**config.mk**
```make
export PLATFORM = sky130hd
export DESIGN_NAME = trigout_ts_fifo
export DESIGN_NICKNAME = d
export VERILOG_FILES = /design/src/rtl/trigout_ts_fifo.sv
export SDC_FILE = /design/constraint.sdc
export NUM_CORES = 2
export LEC_CHECK = 0
export ABC_AREA = 1
export CAP_MARGIN = 25
export CORE_UTILIZATION = 45
export CTS_CLUSTER_SIZE = 24
export DETAILED_ROUTE_END_ITERATION = 7
export GPL_ROUTABILITY_DRIVEN = 0
export SYNTH_ARGS = -nofsm -noshare
export SYNTH_HDL_FRONTEND = slang
export SYNTH_SLANG_ARGS = --single-unit
```
**constraint.sdc**
```tcl
create_clock -name clk_i -period 7.6 [get_ports clk_i]
set_input_delay 0.76 -clock clk_i [delete_from_list [all_inputs] [get_ports clk_i]]
set_output_delay 0.76 -clock clk_i [all_outputs]
set_load 0.01 [all_outputs]
```
**src/rtl/trigout_ts_fifo.sv**
```systemverilog
// trigout_ts_fifo: rising-edge trigger timestamper feeding a first-word-fall-through event FIFO
// Optional holdoff build macro: TRIGOUT_DEADTIME_EN (adds deadtime_i and a holdoff counter)
// Ports:
//   clk_i, rst_i                  clock, asynchronous active-high reset
//   trig_i, ext_trig_i            channel / external trigger levels
//   ch_enable_i, ext_enable_i     per-source capture enables
//   ts_sec_i, ts_cycles_i         White Rabbit time, wr_valid_i qualifies it
//   pop_i                         discard head entry, clr_i clears overflow accounting
//   ts_present_o                  head valid; mask_o/sec_o/cycles_o/time_valid_o are the head entry
//   count_o, full_o               occupancy and full flag
//   overflow_o, ovf_cnt_o         sticky drop flag and saturating drop counter
//   deadtime_i                    (TRIGOUT_DEADTIME_EN only) holdoff length in cycles
module trigout_ts_fifo #(
    parameter int NUM_CH = 4,
    parameter int DEPTH  = 16,
    parameter int CNT_W  = 16
) (
    input  logic                       clk_i,
    input  logic                       rst_i,
    input  logic [NUM_CH-1:0]          trig_i,
    input  logic                       ext_trig_i,
    input  logic [NUM_CH-1:0]          ch_enable_i,
    input  logic                       ext_enable_i,
    input  logic [39:0]                ts_sec_i,
    input  logic [27:0]                ts_cycles_i,
    input  logic                       wr_valid_i,
    input  logic                       pop_i,
    input  logic                       clr_i,
`ifdef TRIGOUT_DEADTIME_EN
    input  logic [15:0]                deadtime_i,
`endif
    output logic                       ts_present_o,
    output logic [NUM_CH:0]            mask_o,
    output logic [39:0]                sec_o,
    output logic [27:0]                cycles_o,
    output logic                       time_valid_o,
    output logic [$clog2(DEPTH):0]     count_o,
    output logic                       full_o,
    output logic                       overflow_o,
    output logic [CNT_W-1:0]           ovf_cnt_o
);
    localparam int AW = $clog2(DEPTH);
    localparam int CW = AW + 1;
    localparam int EW = NUM_CH + 1 + 40 + 28 + 1;
    logic [NUM_CH:0] prev, raw, rise;
    logic            ev_valid;
    logic [EW-1:0]   ev, head, head_n;
    logic [EW-1:0]   mem [DEPTH];
    logic [AW-1:0]   wptr, rptr, rptr_n;
    logic [CW-1:0]   count, count_n;
    logic            do_pop, do_push, drop;
    assign raw = {ext_trig_i, trig_i} & ~prev & {ext_enable_i, ch_enable_i};
`ifdef TRIGOUT_DEADTIME_EN
    logic [15:0] dt;
    // rises are suppressed while the holdoff counter runs; history still tracks levels
    assign rise = (dt == 16'd0) ? raw : '0;
    always_ff @(posedge clk_i or posedge rst_i) begin
        if (rst_i)
            dt <= '0;
        else
            dt <= (|rise) ? deadtime_i : (dt != 16'd0) ? dt - 16'd1 : dt;
    end
`else
    assign rise = raw;
`endif
    // a pop on an empty FIFO is ignored even when a push lands in the same cycle
    assign do_pop  = pop_i & ts_present_o;
    assign do_push = ev_valid & (~full_o | do_pop);
    assign drop    = ev_valid & ~do_push;
    assign rptr_n  = rptr + AW'(do_pop);
    assign count_n = count + CW'(do_push) - CW'(do_pop);
    // head is registered so it holds its last value once the FIFO drains;
    // an entry pushed into an empty (or emptying) FIFO bypasses the memory
    assign head_n = (do_push && count == CW'(do_pop)) ? ev :
                    (count_n != '0) ? mem[rptr_n] : head;
    always_ff @(posedge clk_i) begin
        if (do_push)
            mem[wptr] <= ev;
    end
    always_ff @(posedge clk_i or posedge rst_i) begin
        if (rst_i) begin
            prev         <= '0;
            ev_valid     <= 1'b0;
            ev           <= '0;
            wptr         <= '0;
            rptr         <= '0;
            count        <= '0;
            ts_present_o <= 1'b0;
            full_o       <= 1'b0;
            head         <= '0;
            overflow_o   <= 1'b0;
            ovf_cnt_o    <= '0;
        end else begin
            prev         <= {ext_trig_i, trig_i};
            ev_valid     <= |rise;
            ev           <= {rise, ts_sec_i, ts_cycles_i, wr_valid_i};
            wptr         <= wptr + AW'(do_push);
            rptr         <= rptr_n;
            count        <= count_n;
            ts_present_o <= count_n != '0;
            full_o       <= count_n == CW'(DEPTH);
            head         <= head_n;
            // a drop in the same cycle as clr_i wins and restarts the count at 1
            overflow_o   <= drop | (overflow_o & ~clr_i);
            ovf_cnt_o    <= drop ? (clr_i ? CNT_W'(1) : (&ovf_cnt_o) ? ovf_cnt_o : ovf_cnt_o + 1'b1) :
                            clr_i ? '0 : ovf_cnt_o;
        end
    end
    assign {mask_o, sec_o, cycles_o, time_valid_o} = head;
    assign count_o = count;
endmodule

```
==> run summary <==
On the final layout, the worst clock skew is between 0.02 and 0.03 ns. The number of maximum-capacitance violations is 0. In this run the tool buffered the top-level ports with 180 buffer cells.

The maximum clock insertion buffer count is 3. The synthesized netlist contains 32 unique library cells. Ranked by instance count, the synthesized netlist is headed by nand2_1 (1902), edfxtp_1 (1184), nand3_1 (986), inv_1 (632), dfrtp_1 (186). The area of the die came out at around 130000 um^2.

The total buffers and inverters traversed by the critical path is 4. The synthesized net count is 5460. The cell that appears most often on the critical path is nand3_1.

In this run the critical register-to-register path is captured at head[46]$_DFFE_PP0P_. The floorplan core area came out at 126000 um^2. The area of the mapped netlist came out at 57200 um^2.

The reg-to-reg setup timing slack came out at 3.60 ns. The cell total after placement is approximately 7.0k. The overall routing resource usage is 23.5%.

In this run the remaining antenna-violating nets after routing total 0. The time the final worst path needs with I/O delays and setup came out at 4.03 ns. The part of the total power dissipated in sequential elements came out at 34.6%. Yosys attributes the largest share of cell area to edfxtp_1 (62%), nand2_1 (12%), nand3_1 (8.6%), dfrtp_1 (8.1%), inv_1 (4.1%).

The run finished with clean final reports. After clock tree synthesis, the clock-pin slew on the worst setup and hold paths is 0.06 ns. The worst pin sits at a relative slew slack of 28.0%. Detailed placement ended at an HPWL of 71300 um. Counting every instance in the synthesized netlist gives around 5.4k. The portion of total power attributed to combinational logic came out at 40.0%. The power density over cell area is 428 nW/um^2. STA classifies the critical path endpoint as a flip-flop. The switching share of total power is about two fifths. For the pin with the worst max-slew slack, the measured transition is roughly 1.1 ns. After synthesis the netlist holds a flip-flop and latch count of roughly 1.4k.

Across all setup checks in the final design, the least slack found is 3.57 ns. The via count of the first global-routing pass is 36.2k. The global-route congestion overflow total is 0. The largest net degree at the start of global routing came out at 183. Setup repair after global routing left no endpoint under its margin.

The instance count on the critical path came out at 13. For this block, the routed nets add up to 151000 um of wire. The number of pins exceeding their max-slew limit in the final report came out at 0.

The startpoint identified for the worst register-to-register timing path is ts_present_o$_DFF_PP0_. The cell family with the largest share of critical-path delay is buffers and inverters. The first global-routing pass estimated 225000 um of wire. Based on the critical path, the design can be clocked at up to around 250 MHz.

The routed via count divided by cell count came out at 5.24. The total number of yosys warnings is 0. In the final routed layout, each cell accounts on average for 20.8 um.

In this design, the stage delay of the slowest critical-path cell is 0.89 ns. The tree is rooted in a clkbuf_16. The total internal power came out at 0.0168 W. The reported leakage power is 27.1 nW.

The initialized floorplan defines 130 standard-cell rows. The first-iteration detailed-routing DRC count is between 3k and 4k. Data on the critical path arrives at its endpoint at 4.71 ns. Setup violations remaining at the end of the flow were counted as 0.

From left edge to right edge, the die measures 358 um. After clock tree synthesis, the repair step resized 0 gates. The cell at the slowest stage of the critical path is buf_4. The post-layout net count came out at 5569.

The number of H-tree levels is 4. The maximum fanout along the worst path is 127. Yosys instantiated no cell more often than nand2_1. The synthesized design contains 1184 enable-type register cells. The power spent charging and discharging nets came out at roughly 0.011 W. The initial cell density of the core is 45.4%. The top-level port count is 181.

The DRC violations left came out at 0. The worst IR drop on VDD is 0.000976 V. The TritonCTS clock tree is done. The total CTS buffers came out at 147. The min-delay analysis places its worst path in the category input port to async pin. The critical path goes through clkdlybuf4s50_1 -> nand2_2 -> inv_1 -> ha_4 -> ha_4 -> buf_12 -> buf_4 -> nand3_1 -> nand3_1 -> nand3_1 -> nand3_1 -> nand3_1 -> nand2_1. The fraction of final layout cells sized beyond drive strength 1 is 6.71%. The final count of hold timing violations came to 0. The minimum setup slack after placement came out at about 2.9 ns. The layout overhead on the synthesized area came out at 14.5%. The number of search-and-repair iterations in the first detailed-routing pass is 5.

The post-CTS setup buffer count came out at 0. STA puts the critical path data required time at 8.28 ns. In this run the mean area of a mapped cell was 10.7 um^2. The proportion of register bits with asynchronous set or reset after synthesis is 13.6%. Adding up every negative setup slack in the final design gives 0 ns. The path depth of the worst reg2reg path came out at 12.

The clock network accounts for about 25% of the total power. The overall die height came out at ~360 um. The number of antenna violations at the first check in global routing came out at 3.

In the synthesized netlist the dominant register cell turns out to be edfxtp_1. The overall via count from detail_route is 38.0k. The startpoint class of the critical path is an input port.

The count of inserted antenna diode cells is 0. The top cell type by area accounts for 62.2% of the synthesized area. The clock net in this run drives a total of 1370 sinks. The sequential element share of the synthesized area came out at 70.3%. edfxtp_1 takes more of the synthesized area than any other cell. The critical path is of the input port to flip-flop type. The worst path uses 53.0% of the clock period.

The filler-free cell count of the finished design is 7251. The clock latency on the worst-skew pair is 0.75 ns. The cts-stage hold buffer count came out at 0.
through the flow:
stage	power (W)	hold slack (ns)	instance area, um^2	util, %
global placement	0.0209	0.476	60500	48.1
global route	0.0298	0.412	65500	52.0
finish	0.0281	0.417	65500	52.0
floorplan	0.0174	0.388	57200	-
detailed placement	0.0211	0.476	60600	48.1
CTS	0.0282	0.387	65500	52.0
worst max-delay path by stage:
stage          slack, ns                    from              endpoint
5_1_grt             3.44                   pop_i  head[50]$_DFFE_PP0P_
3_5_place_dp        2.95                   pop_i  head[46]$_DFFE_PP0P_
3_3_place_gp        2.73                   pop_i  head[16]$_DFFE_PP0P_
4_1_cts             3.70  ts_present_o$_DFF_PP0_  head[46]$_DFFE_PP0P_
2_1_floorplan       1.78                   rst_i  count_o[0]$_DFF_PP0_
6_report            3.57                   pop_i  head[46]$_DFFE_PP0P_
area by class of cell:
type                       instances  area [um^2]
multi-input combinational       3073        13400
clock inverter                    64          588
fill                           10900        60400
inverter                         636         2410
sequential                      1370        40200
tap                             1650         2060
clock buffer                     212         4260
timing repair buffer             246         2540
kinds of logic (layout without fill, tap and decap cells):
group	after synthesis	in the layout	synth area share, %
AO/OA/AOI/OAI	26	26	0.250
buffers and inverters	922	1158	6.58
adder cells (fa/ha/maj)	12	12	0.276
XOR/XNOR	9	9	0.138
AND/OR/NAND/NOR	3026	3026	22.4
flip-flops	1370	1370	70.3
registers in the layout, summed over array words and instances (netlist names):
signal / cells
rptr: 4
ovf_cnt_o: 16
ts_present_o: 1
overflow_o: 1
head: 74
full_o: 1
mem: 1184
prev: 5
ev: 74
count_o: 5
ev_valid: 1
wptr: 4
layout by cell type, fill, tap and decap left out, types with 2 or more instances in the layout:
master              n
inv_8               3
nor2_4             17
ha_1                9
clkbuf_16         153
clkdlybuf4s50_1   180
xor2_1              6
nand4_1             9
clkinvlp_4          5
edfxtp_1         1184
nand2_2             2
clkinv_2           22
clkbuf_1           38
clkinv_1           21
inv_1             630
o21ai_0            16
nor2_1             25
inv_6               4
a21oi_1             4
clkinv_8            4
nand2_1          1902
or2_1              12
nand3_1           986
clkbuf_8           21
buf_12             17
or2_2              62
buf_4              47
xor2_4              2
dfrtp_1           186
bufinv_16           8
nor3_1              8
ha_4                2
layer usage:
layer,vias to the layer above,global-route usage [%],wire length (um)
met5,-,0,0
met4,0,7.46,3890
met3,241,3.72,9940
met2,1279,38.1,71300
met1,18600,32.7,65700
li1,17900,-,-
power by group through the flow:
stage / clock network (W) / logic [W] / registers [W]
2_1_floorplan: 0 / 0.00760 / 0.00982
3_3_place_gp: 0 / 0.0111 / 0.00986
3_5_place_dp: 0 / 0.0112 / 0.00987
4_1_cts: 0.00725 / 0.0112 / 0.00972
5_1_grt: 0.00754 / 0.0125 / 0.00979
6_report: 0.00712 / 0.0112 / 0.00971
(Power assumes the default switching activity.)
